===== src/rtl/serdes_link_pkg.sv =====
// Shared serdes link constants and the RX sync pipeline entry type.
package serdes_link_pkg;

  localparam logic [15:0] SYNC_W0   = 16'hbaf1;
  localparam logic [15:0] SYNC_W1   = 16'hff84;
  localparam logic [15:0] SYNC_W2   = 16'h69aa;
  localparam logic [7:0]  K_COMMA   = 8'hbc;
  localparam logic [15:0] IDLE_WORD = 16'hc5bc;
  localparam int          TMO_W     = 20;

  typedef struct packed {
    logic [15:0] data;
    logic        vld;
  } sync_pipe_t;

  function automatic logic [15:0] byte_swap(input logic [15:0] w);
    return {w[7:0], w[15:8]};
  endfunction

endpackage


===== src/rtl/serdes_sync_match.sv =====
// Combinational 3-word sync comparator over the S2 (oldest) .. S0 (newest) pipeline stages.
module serdes_sync_match
  import serdes_link_pkg::*;
#(
  parameter logic [15:0] P_W0 = SYNC_W0,
  parameter logic [15:0] P_W1 = SYNC_W1,
  parameter logic [15:0] P_W2 = SYNC_W2
) (
  input  sync_pipe_t s2_i,
  input  sync_pipe_t s1_i,
  input  sync_pipe_t s0_i,
  output logic       match_o
);

  // Every word must be valid: an invalid cycle inside the sequence breaks it.
  assign match_o = s2_i.vld && s1_i.vld && s0_i.vld &&
                   (s2_i.data == P_W0) && (s1_i.data == P_W1) && (s0_i.data == P_W2);

endmodule


===== src/rtl/serdes_sync_rx.sv =====
// RX sync detector: strips the 3-word sync sequence, pulses per sync, counts syncs, tracks lock.
// Define SERDES_SYNC_SWAP_EN to also accept the byte-swapped sequence (adds O_sync_swapped).
module serdes_sync_rx
  import serdes_link_pkg::*;
#(
  parameter logic [15:0]      P_SYNC_W0 = SYNC_W0,
  parameter logic [15:0]      P_SYNC_W1 = SYNC_W1,
  parameter logic [15:0]      P_SYNC_W2 = SYNC_W2,
  parameter logic [TMO_W-1:0] P_TIMEOUT = 20'hfffff,
  parameter int               P_SEQ_W   = 8
) (
  input  logic               I_serdes_rx_clk,
  input  logic               I_rst_n,
  input  logic [15:0]        I_user_data,
  input  logic               I_data_ena,
  output logic [15:0]        O_user_data,
  output logic               O_data_ena,
  output logic               O_sync_pulse,
  output logic               O_locked,
  output logic [P_SEQ_W-1:0] O_sync_seq,
  output logic               O_lock_lost
`ifdef SERDES_SYNC_SWAP_EN
  ,
  output logic               O_sync_swapped
`endif
);

  localparam logic [TMO_W-1:0] TMO_LAST = P_TIMEOUT - TMO_W'(1);
  localparam bit               TMO_EN   = (P_TIMEOUT != '0);

  sync_pipe_t [2:0]   pipe_q, pipe_d;
  logic [TMO_W-1:0]   tmo_q, tmo_d;
  logic [15:0]        data_q;
  logic               ena_q, pulse_q, locked_q, lost_q;
  logic [P_SEQ_W-1:0] seq_q;
  logic               match_str, match_swp, match, tmo_hit;

  serdes_sync_match #(
    .P_W0(P_SYNC_W0), .P_W1(P_SYNC_W1), .P_W2(P_SYNC_W2)
  ) u_match_str (
    .s2_i(pipe_q[2]), .s1_i(pipe_q[1]), .s0_i(pipe_q[0]), .match_o(match_str)
  );

`ifdef SERDES_SYNC_SWAP_EN
  logic swp_q;

  serdes_sync_match #(
    .P_W0(byte_swap(P_SYNC_W0)), .P_W1(byte_swap(P_SYNC_W1)), .P_W2(byte_swap(P_SYNC_W2))
  ) u_match_swp (
    .s2_i(pipe_q[2]), .s1_i(pipe_q[1]), .s0_i(pipe_q[0]), .match_o(match_swp)
  );

  assign O_sync_swapped = swp_q;
`else
  assign match_swp = 1'b0;
`endif

  assign match = match_str | match_swp;

  // Clearing vld on the words behind a match strips them and stops overlapping re-matches.
  always_comb begin
    pipe_d[0].data = I_user_data;
    pipe_d[0].vld  = I_data_ena;
    pipe_d[1].data = pipe_q[0].data;
    pipe_d[1].vld  = pipe_q[0].vld & ~match;
    pipe_d[2].data = pipe_q[1].data;
    pipe_d[2].vld  = pipe_q[1].vld & ~match;
  end

  assign tmo_hit = TMO_EN && locked_q && (tmo_q == TMO_LAST);

  always_comb begin
    tmo_d = tmo_q;
    if (match)
      tmo_d = '0;
    else if (locked_q && (tmo_q != P_TIMEOUT))
      tmo_d = tmo_q + TMO_W'(1);
  end

  always_ff @(posedge I_serdes_rx_clk or negedge I_rst_n) begin
    if (!I_rst_n) begin
      pipe_q   <= '0;
      tmo_q    <= '0;
      data_q   <= '0;
      ena_q    <= 1'b0;
      pulse_q  <= 1'b0;
      locked_q <= 1'b0;
      lost_q   <= 1'b0;
      seq_q    <= '0;
    end else begin
      pipe_q  <= pipe_d;
      tmo_q   <= tmo_d;
      data_q  <= pipe_q[2].data;
      ena_q   <= pipe_q[2].vld & ~match;
      pulse_q <= match;
      // A sync arriving on the timeout edge keeps the lock.
      lost_q  <= tmo_hit & ~match;
      if (match) begin
        locked_q <= 1'b1;
        seq_q    <= seq_q + P_SEQ_W'(1);
      end else if (tmo_hit) begin
        locked_q <= 1'b0;
      end
    end
  end

`ifdef SERDES_SYNC_SWAP_EN
  always_ff @(posedge I_serdes_rx_clk or negedge I_rst_n) begin
    if (!I_rst_n)
      swp_q <= 1'b0;
    else if (match)
      swp_q <= match_swp & ~match_str;
  end
`endif

  assign O_user_data  = data_q;
  assign O_data_ena   = ena_q;
  assign O_sync_pulse = pulse_q;
  assign O_locked     = locked_q;
  assign O_sync_seq   = seq_q;
  assign O_lock_lost  = lost_q;

endmodule

===== config.mk =====
export PLATFORM = sky130hd
export DESIGN_NAME = serdes_sync_rx
export DESIGN_NICKNAME = d
export VERILOG_FILES = /design/src/rtl/serdes_link_pkg.sv /design/src/rtl/serdes_sync_match.sv /design/src/rtl/serdes_sync_rx.sv
export SDC_FILE = /design/constraint.sdc
export NUM_CORES = 1
export LEC_CHECK = 0
export CAP_MARGIN = 20
export CORE_UTILIZATION = 30
export CTS_CLUSTER_DIAMETER = 120
export CTS_CLUSTER_SIZE = 16
export DETAILED_ROUTE_END_ITERATION = 12
export PLACE_DENSITY = 0.46
export SETUP_SLACK_MARGIN = 0.02
export SYNTH_ARGS = -nofsm -noshare
export SYNTH_HDL_FRONTEND = slang
export SYNTH_SLANG_ARGS = --single-unit

===== constraint.sdc =====
create_clock -name I_serdes_rx_clk -period 3.2 [get_ports I_serdes_rx_clk]
set_clock_uncertainty 0.05 [all_clocks]
set_input_delay 0.64 -clock I_serdes_rx_clk [delete_from_list [all_inputs] [get_ports I_serdes_rx_clk]]
set_output_delay 0.64 -clock I_serdes_rx_clk [all_outputs]
set_load 0.005 [all_outputs]

==> impl_metrics.json <==
{
  "final_net_count": 317,
  "multi_input_area_um2": 907,
  "num_vias": 1926,
  "grt_usage_pct": 12.0,
  "yosysSeqAreaShare_pct": 71.9,
  "cts.path.max_buffers": 2,
  "rows": 38,
  "hold_buffers": 0,
  "layout_commonest_cell": "dfrtp_1",
  "outcome": "complete, no violations",
  "post-route-min-period_ps": 2260,
  "synth_cell_type_count": 38,
  "p_comb_share_pct": 3.1,
  "post-place-ws_ps": 959,
  "crit_fanout": 13,
  "synth_seq_cells": 99,
  "yosys_warnings": 0,
  "synth_cells": 242,
  "reg2reg_slack_ps": 940,
  "rsz0062_at_grt": "no",
  "start_util_pct": 31.2,
  "firstDrtPassIters": 4,
  "fmax_mhz": 442,
  "cts_setup_buffers": 0,
  "cts_root_buf": "clkbuf_16",
  "synthToLayoutAreaGrowth_pct": 27.7,
  "clockPowerShare_pct": 45.4,
  "port-buffer-count": 46,
  "max_slew.worst_pin.slew_ps": 705,
  "p_int_mw": 2.03,
  "grt_max_degree": 49,
  "antenna_found_initial": 0,
  "numCtsBuffers": 9,
  "ir_drop_uv": 305,
  "wl_um": 6160,
  "drive_above_1_share_pct": 8.33,
  "netlist_area_um2": 3440,
  "layout_common_cells": "99 x dfrtp_1, 45 x clkdlybuf4s50_1, 22 x xnor2_1",
  "finalMaxSlewViolations": 0,
  "syn_avg_cell_area_um2": 14.2,
  "regArea_um2": 2480,
  "clk_pin_slew_ps": 70,
  "synth_area_leaders": "dfrtp_1 72%, xnor2_1 5.6%, nand4_1 2.2%",
  "synth_top_area_share_pct": 71.9,
  "top_level_ports": 47,
  "antennaDiodeCount": 0,
  "power.share.sequential_pct": 51.6,
  "gp_congestion": 0.689,
  "die-width_um": 109,
  "tns_ps": 0,
  "clkSinkCount": 99,
  "die-area_um2": 11900,
  "yosysTopAreaCell": "dfrtp_1",
  "fill_cells": 1067,
  "start_kind": "register",
  "cp.required_ps": 3370,
  "cts.repair.resized": 0,
  "drc": 0,
  "routed_via_density": 4.38,
  "final.setup.worst_slack_ps": 937,
  "antenna_left": 0,
  "cp.arrival_ps": 2440,
  "swShare_pct": 20.3,
  "design.core.area_um2": 11000,
  "clk_latency_ps": 340,
  "cts_tree": "yes",
  "maxSlewHeadroom_pct": 53.0,
  "htreeDepth": 3,
  "power_density_nw_per_um2": 581,
  "leakage_nw": 1.89,
  "hp-class": "in2async",
  "grt_overflow": 0,
  "critPathKind": "reg2reg",
  "post-route-period-util_pct": 70.7,
  "syn_nets": 264,
  "end_kind": "register",
  "switching_power_mw": 0.519,
  "finalSetupViolCount": 0,
  "hold_violations": 0,
  "r2r_cells": 6,
  "drt_iter0_markers": 78,
  "grt_pass1_wl_um": 10600,
  "dpl.hpwl_um": 4220,
  "first_global_vias": 2024,
  "die_y_um": 109,
  "wire_per_inst_um": 14.0,
  "r2r-start": "tmo_q[0]",
  "r2r-end": "tmo_q[14]",
  "drv_cap": 0
}
==> routing by layer <==
layer  track usage (%)  part of all wire [%]
met5                 0                     0
met4              6.66                   2.3
met3              2.87                   3.4
met2              17.1                    44
met1              16.8                    51
==> final cells by class <==
| class | instances | share of cell area, % |
|---|---|---|
| Multi-Input combinational cell | 131 | 20.6 |
| Timing Repair Buffer | 50 | 11.4 |
| Tap cell | 140 | 3.98 |
| Sequential cell | 99 | 56.3 |
| Inverter | 4 | 0.341 |
| Clock buffer | 10 | 5.21 |
| Clock inverter | 6 | 2.13 |
==> power groups by stage <==
| stage | Combinational (mW) | Sequential, mW | Clock (mW) |
|---|---|---|---|
| final | 0.0784 | 1.32 | 1.16 |
| after detailed placement | 0.0825 | 1.34 | 0 |
| after floorplan | 0.00668 | 1.33 | 0 |
| after global routing | 0.0890 | 1.32 | 1.26 |
| after CTS | 0.0826 | 1.32 | 1.20 |
| after global placement | 0.0819 | 1.34 | 0 |
==> cell usage after synthesis <==
master	instances
a21boi_0	1
nor4_4	1
nand3_1	4
and4_1	2
dfrtp_1	99
nor2_1	19
mux2_2	1
buf_6	1
nor4bb_1	5
nand4_1	12
a2111oi_4	1
nand4b_1	2
or3b_1	1
inv_1	4
nor3b_1	1
buf_4	1
or3_1	3
nor4b_1	2
ha_1	3
nand3b_1	1
nand2_1	10
and2_1	2
nor3_1	4
xor2_1	1
or2_2	1
or4_4	1
and4b_1	2
and3_1	8
buf_2	3
a21oi_1	5
o21ai_0	2
a211oi_1	6
clkbuf_1	3
nor2b_1	3
nor4_1	1
xnor2_1	22
a31oi_1	3
a21o_1	1
==> cells by family (layout without fill, tap and decap cells) <==
| family | Yosys count | in the layout | synth area share, % |
|---|---|---|---|
| compound gates | 19 | 19 | 4.10 |
| fa+ha+maj | 3 | 3 | 1.09 |
| mux | 1 | 1 | 0.327 |
| xor+xnor | 23 | 23 | 5.85 |
| buf+inv | 12 | 70 | 1.74 |
| flops | 99 | 99 | 71.9 |
| simple gates | 85 | 85 | 15.0 |
==> worst max path at each step <==
stage,startpoint,endpoint,cells past startpoint
after global routing,tmo_q[0],tmo_q[14],6
after floorplan,pipe_q[45],O_sync_seq[1],4
after global placement,pipe_q[45],O_lock_lost,5
after detailed placement,tmo_q[0],tmo_q[14],6
after CTS,tmo_q[0],tmo_q[14],6
final,tmo_q[0],tmo_q[14],6
==> critical path: stages (launching register included) <==
cell	delay [ps]
dfrtp_1	400
ha_1	500
nand4_1	210
or2_2	380
nor4b_1	390
xnor2_1	160
nor2_1	50
==> flip-flops by register name, summed over array words and instances, names as in the netlist <==
register	count
O_user_data	16
O_lock_lost	1
O_locked	1
pipe_q	19
tmo_q	20
O_sync_seq	8
O_sync_pulse	1
pipe_d	32
O_data_ena	1
==> per-stage QoR <==
stage	cells	area [µm²]	util, %	total power [mW]	hold slack [ps]
after floorplan	242	3440	-	1.34	294
after global placement	424	4080	36.9	1.42	304
after detailed placement	424	4080	36.9	1.42	305
after CTS	440	4400	39.9	2.60	305
after global routing	440	4400	39.9	2.67	324
final	440	4400	39.9	2.55	279
No activity file was read; power rests on OpenSTA's default activity.
